$ cat config.mk
export PLATFORM = sky130hd
export DESIGN_NAME = cond_flag_unit
export DESIGN_NICKNAME = d
export VERILOG_FILES = /design/src/rtl/cpu_pkg.sv /design/src/rtl/cond_eval.sv /design/src/rtl/cond_flag_unit.sv
export SDC_FILE = /design/constraint.sdc
export NUM_CORES = 1
export LEC_CHECK = 0
export CELL_PAD_IN_SITES_DETAIL_PLACEMENT = 1
export CELL_PAD_IN_SITES_GLOBAL_PLACEMENT = 2
export CORE_ASPECT_RATIO = 1.25
export CORE_MARGIN = 4
export CORE_UTILIZATION = 28
export DETAILED_ROUTE_END_ITERATION = 6
export PLACE_DENSITY = 0.91
export SLEW_MARGIN = 20
export SYNTH_ARGS = -nofsm -noshare
export SYNTH_HDL_FRONTEND = slang
export SYNTH_SLANG_ARGS = --single-unit
$ cat constraint.sdc
create_clock -name clk -period 3.1 [get_ports clk]
set_clock_uncertainty 0.1 [all_clocks]
set_input_delay 0.93 -clock clk [delete_from_list [all_inputs] [get_ports clk]]
set_output_delay 0.93 -clock clk [all_outputs]
set_load 0.005 [all_outputs]
$ cat src/rtl/cpu_pkg.sv
// Shared CPU definitions: condition codes, branch kinds and NZCV bit positions.
package cpu_pkg;

  typedef enum logic [3:0] {
    COND_EQ = 4'b0000,
    COND_NE = 4'b0001,
    COND_HS = 4'b0010,
    COND_LO = 4'b0011,
    COND_MI = 4'b0100,
    COND_PL = 4'b0101,
    COND_VS = 4'b0110,
    COND_VC = 4'b0111,
    COND_HI = 4'b1000,
    COND_LS = 4'b1001,
    COND_GE = 4'b1010,
    COND_LT = 4'b1011,
    COND_GT = 4'b1100,
    COND_LE = 4'b1101,
    COND_AL = 4'b1110,
    COND_NV = 4'b1111
  } cond_e;

  typedef enum logic [1:0] {
    BR_B    = 2'b00,
    BR_COND = 2'b01,
    BR_CBZ  = 2'b10,
    BR_CBNZ = 2'b11
  } br_kind_e;

  localparam int N_IDX = 3;
  localparam int Z_IDX = 2;
  localparam int C_IDX = 1;
  localparam int V_IDX = 0;

  function automatic logic [3:0] pack_nzcv(input logic n, input logic z,
                                           input logic c, input logic v);
    logic [3:0] f;
    f        = 4'b0000;
    f[N_IDX] = n;
    f[Z_IDX] = z;
    f[C_IDX] = c;
    f[V_IDX] = v;
    return f;
  endfunction

endpackage

$ cat src/rtl/cond_eval.sv
// Combinational ARM condition-code evaluator: (NZCV, cond) -> taken.
module cond_eval
  import cpu_pkg::*;
(
  input  logic [3:0] nzcv,
  input  logic [3:0] cond,
  output logic       taken
);

  logic w_n, w_z, w_c, w_v;

  assign w_n = nzcv[N_IDX];
  assign w_z = nzcv[Z_IDX];
  assign w_c = nzcv[C_IDX];
  assign w_v = nzcv[V_IDX];

  always_comb begin
    taken = 1'b1;
    case (cond_e'(cond))
      COND_EQ: taken = w_z;
      COND_NE: taken = ~w_z;
      COND_HS: taken = w_c;
      COND_LO: taken = ~w_c;
      COND_MI: taken = w_n;
      COND_PL: taken = ~w_n;
      COND_VS: taken = w_v;
      COND_VC: taken = ~w_v;
      COND_HI: taken = w_c & ~w_z;
      COND_LS: taken = ~w_c | w_z;
      COND_GE: taken = (w_n == w_v);
      COND_LT: taken = (w_n != w_v);
      COND_GT: taken = ~w_z & (w_n == w_v);
      COND_LE: taken = w_z | (w_n != w_v);
      default: taken = 1'b1;
    endcase
  end

endmodule

$ cat src/rtl/cond_flag_unit.sv
// NZCV tracking through EX/MEM, architectural flag commit and ID-stage branch resolution.
module cond_flag_unit
  import cpu_pkg::*;
#(
  parameter bit         BYPASS_EN  = 1'b1,
  parameter logic [3:0] RESET_NZCV = 4'b0000
) (
  input  logic       clk,
  input  logic       reset,
  input  logic       alu_negative,
  input  logic       alu_zero,
  input  logic       alu_overflow,
  input  logic       alu_carry_out,
  input  logic       ex_valid,
  input  logic       ex_set_flags,
  input  logic       ex_flush,
  input  logic       mem_flush,
  input  logic       br_valid,
  input  logic [1:0] br_kind,
  input  logic [3:0] br_cond,
  input  logic       cbz_operand_zero,
  output logic [3:0] flags_nzcv,
  output logic       br_stall,
  output logic       take_branch,
  output logic       br_done
);

  logic [3:0] w_alu_nzcv;
  logic [3:0] w_eff_nzcv;
  logic       w_ex_src;
  logic       w_mem_src;
  logic       w_cond_taken;
  logic       w_cond_true;
  logic       w_resolve;

  logic       r_pending_vld;
  logic [3:0] r_pending_nzcv;
  logic [3:0] r_flags_nzcv;
  logic       r_take_branch;
  logic       r_br_done;

  assign w_alu_nzcv = pack_nzcv(alu_negative, alu_zero, alu_carry_out, alu_overflow);

  // A flushed producer never becomes a flag source.
  assign w_ex_src  = ex_valid & ex_set_flags & ~ex_flush;
  assign w_mem_src = r_pending_vld & ~mem_flush;

  always_comb begin
    w_eff_nzcv = r_flags_nzcv;
    if (w_ex_src)
      w_eff_nzcv = w_alu_nzcv;
    else if (w_mem_src)
      w_eff_nzcv = r_pending_nzcv;
  end

  cond_eval u_cond_eval (
    .nzcv  (w_eff_nzcv),
    .cond  (br_cond),
    .taken (w_cond_taken)
  );

  always_comb begin
    w_cond_true = 1'b1;
    case (br_kind_e'(br_kind))
      BR_B:    w_cond_true = 1'b1;
      BR_COND: w_cond_true = w_cond_taken;
      BR_CBZ:  w_cond_true = cbz_operand_zero;
      BR_CBNZ: w_cond_true = ~cbz_operand_zero;
      default: w_cond_true = 1'b1;
    endcase
  end

  // Only B.cond reads flags, so only it waits when bypassing is disabled.
  assign br_stall  = ~BYPASS_EN & br_valid & (br_kind == BR_COND) & (w_ex_src | w_mem_src);
  assign w_resolve = br_valid & ~br_stall;

  // EX -> MEM: pending flag payload, data path only
  always_ff @(posedge clk) begin
    if (w_ex_src)
      r_pending_nzcv <= w_alu_nzcv;
  end

  // EX -> MEM valid, MEM commit and branch outputs
  always_ff @(posedge clk or posedge reset) begin
    if (reset) begin
      r_pending_vld <= 1'b0;
      r_flags_nzcv  <= RESET_NZCV;
      r_take_branch <= 1'b0;
      r_br_done     <= 1'b0;
    end else begin
      r_pending_vld <= w_ex_src;
      if (w_mem_src)
        r_flags_nzcv <= r_pending_nzcv;
      r_br_done     <= w_resolve;
      r_take_branch <= w_resolve & w_cond_true;
    end
  end

  assign flags_nzcv  = r_flags_nzcv;
  assign take_branch = r_take_branch;
  assign br_done     = r_br_done;

endmodule

==> results.tsv <==
metric	value	unit
arrival	2.95	ns
post-cts-setup-buffers	0	
synth_area_leaders	dfrtp_1, edfxtp_1, mux2_4, mux4_2, xor2_1	
dpl_cell_area	948	µm²
path_class	primary input to flip-flop	
globalplace.congestion	0.814	
start_util	29.9	%
grt_pass1_wl	2840	µm
syn_area	668	µm²
antenna_found_initial	0	
fp-row-count	19	
ctsResizeCount	0	
met1_usage	12.0	%
hp-start	r_pending_nzcv[1]	
synth_edf_count	4	
worstSetupStartpointType	primary input	
drtIter0Drc	6	
hold_path_end	flags_nzcv[1]	
power.total	432	µW
coreArea	2230	µm²
reg2reg_setup_slack	0.97	ns
pwr_density_cell	443	nW/µm²
crit_fanout	3	
yosysWarnings	0	
cp-end-kind	flip-flop	
hold_path_class	flip-flop to flip-flop	
r2r-start	r_pending_vld	
first_pass_iters	2	
antenna_cells	0	
htreeDepth	1	
post_drt_wl_per_cell	14.7	µm
timing.rr.end	take_branch	
final_antenna_net_count	0	
async_flop_share	63.6	%
fill_cells	268	
layout_common_cells	clkdlybuf4s50_1, dfrtp_1, nand2_1	
gr-usage-all-layers	11.9	%
cts_buffers	3	
finalHoldViolCount	0	
use_met3	3.34	%
port_buffers	23	
fin_area	976	µm²
layout-drive-gt1-share	22.9	%
dp_hpwl	1500	µm
ff2ff_path_depth	7	
finalNetCount	102	
die_w	51.7	µm
fin_crit	2.89	ns
dp_slack	-0.105	ns
vias	532	
clockRootBuffer	clkbuf_4	
yosysTopAreaCellShare	26.2	%
cts.path.max_buffers	2	
numClockSinks	11	
fin_ws	0.208	ns
grt_pass1_vias	587	
fmax	346	MHz
final-max-slew-violation-count	0	
ir_drop	0.161	mV
required	3.15	ns
die_height	62.6	µm
path_clk_slew	0.07	ns
routed_wl	1680	µm
dieArea	3240	µm²
setup_violations	0	
ys_ff_latch	11	
grt-busiest-layer	met2	
viasPerCell	4.67	
holdPathStages	2	
cts_tree	built	
gr-total-overflow	0	
synth.distinct_cells	26	
finalHoldWorstSlack	0.432	ns
power.leakage	0.000380	µW
io_pins	25	
synth_area_per_cell	12.4	µm²
synthFlopType	dfrtp_1	
syn-num-nets	72	
rsz0062_at_grt	false	
final.period_utilization	93.3	%
yosysSeqAreaShare	44.2	%
syn2layout_area_growth	46.1	%
drv_cap	0	
crit_start	mem_flush	
drc	0	
postCtsHoldBufs	0	
mostFrequentLayoutCell	clkdlybuf4s50_1	
grt_max_degree	8	
synth_top_cell_by_area	dfrtp_1	
syn-instance-count	54	
final_util	43.7	%
clk_latency	0.28	ns
use_met2	21.3	%
status	completed	
-- state kept, by name, summed over array words and instances (netlist names) --
signal,count
take_branch,1
br_done,1
flags_nzcv,4
r_pending_nzcv,4
r_pending_vld,1
-- cell type report --
type | instances | area [µm²] | share of cell area (%)
Clock buffer | 3 | 22.5 | 2.31
Multi-Input combinational cell | 38 | 343 | 35.1
Inverter | 3 | 11.3 | 1.15
Clock inverter | 1 | 5.00 | 0.513
Timing Repair Buffer | 27 | 260 | 26.7
Tap cell | 31 | 38.8 | 3.97
Sequential cell | 11 | 295 | 30.3
-- synth_stat cells (2+ instances only) --
| library cell | count |
|---|---|
| a21oi_1 | 3 |
| dfrtp_1 | 7 |
| edfxtp_1 | 4 |
| inv_1 | 2 |
| mux2_4 | 3 |
| mux2i_1 | 2 |
| mux4_2 | 2 |
| nand2_1 | 6 |
| nand2b_1 | 2 |
| nor2_1 | 3 |
| xnor2_1 | 2 |
| xor2_1 | 4 |
-- power breakdown --
part	internal (µW)	leakage [µW]	switching, µW
Combinational	93.3	0.000240	60.5
Sequential	167	0.000123	11.3
Clock	47.9	0.0000177	52.0
Total	308	0.000380	124
-- worst max path at each step --
stage             endpoint  slack [ns]  cells past startpoint
2_1_floorplan  take_branch        0.44                      7
3_3_place_gp   take_branch       -0.04                      8
3_5_place_dp   take_branch       -0.10                      7
4_1_cts        take_branch        0.19                      7
5_1_grt        take_branch        0.12                      7
6_report       take_branch        0.21                      8
-- per-layer routing --
layer	part of all wire [%]	vias to the layer above	wire length [µm]
met4	2.1	0	36
li1	-	247	-
met1	37	260	612
met2	55	20	925
met3	6.0	5	100
met5	0	-	0
-- metrics by stage --
step / TNS, ns / std cells
2_1_floorplan: 0 / 54
3_3_place_gp: -0.0423 / 110
3_5_place_dp: -0.105 / 110
4_1_cts: 0 / 114
5_1_grt: 0 / 114
6_report: 0 / 114
-- worst max-delay path, cell delays in order --
cell and delay [ns]:
clkdlybuf4s50_1 0.45, nor2b_4 0.17, buf_4 0.16, mux2_4 0.31
mux4_2 0.49, nand2b_1 0.16, a32oi_1 0.22, a2111oi_2 0.06
-- cells by family (layout without fill, tap and decap cells) --
logic type / Yosys count / after routing / synth area share, %
multiplexers: 7 / 7 / 16.5
AND/OR/NAND/NOR: 17 / 17 / 16.5
XOR/XNOR: 6 / 6 / 7.87
other: 1 / 1 / 0.561
buffers and inverters: 5 / 34 / 4.49
flip-flops: 11 / 11 / 44.2
AO/OA/AOI/OAI: 7 / 7 / 9.92
No activity file was read; power rests on OpenSTA's default activity.
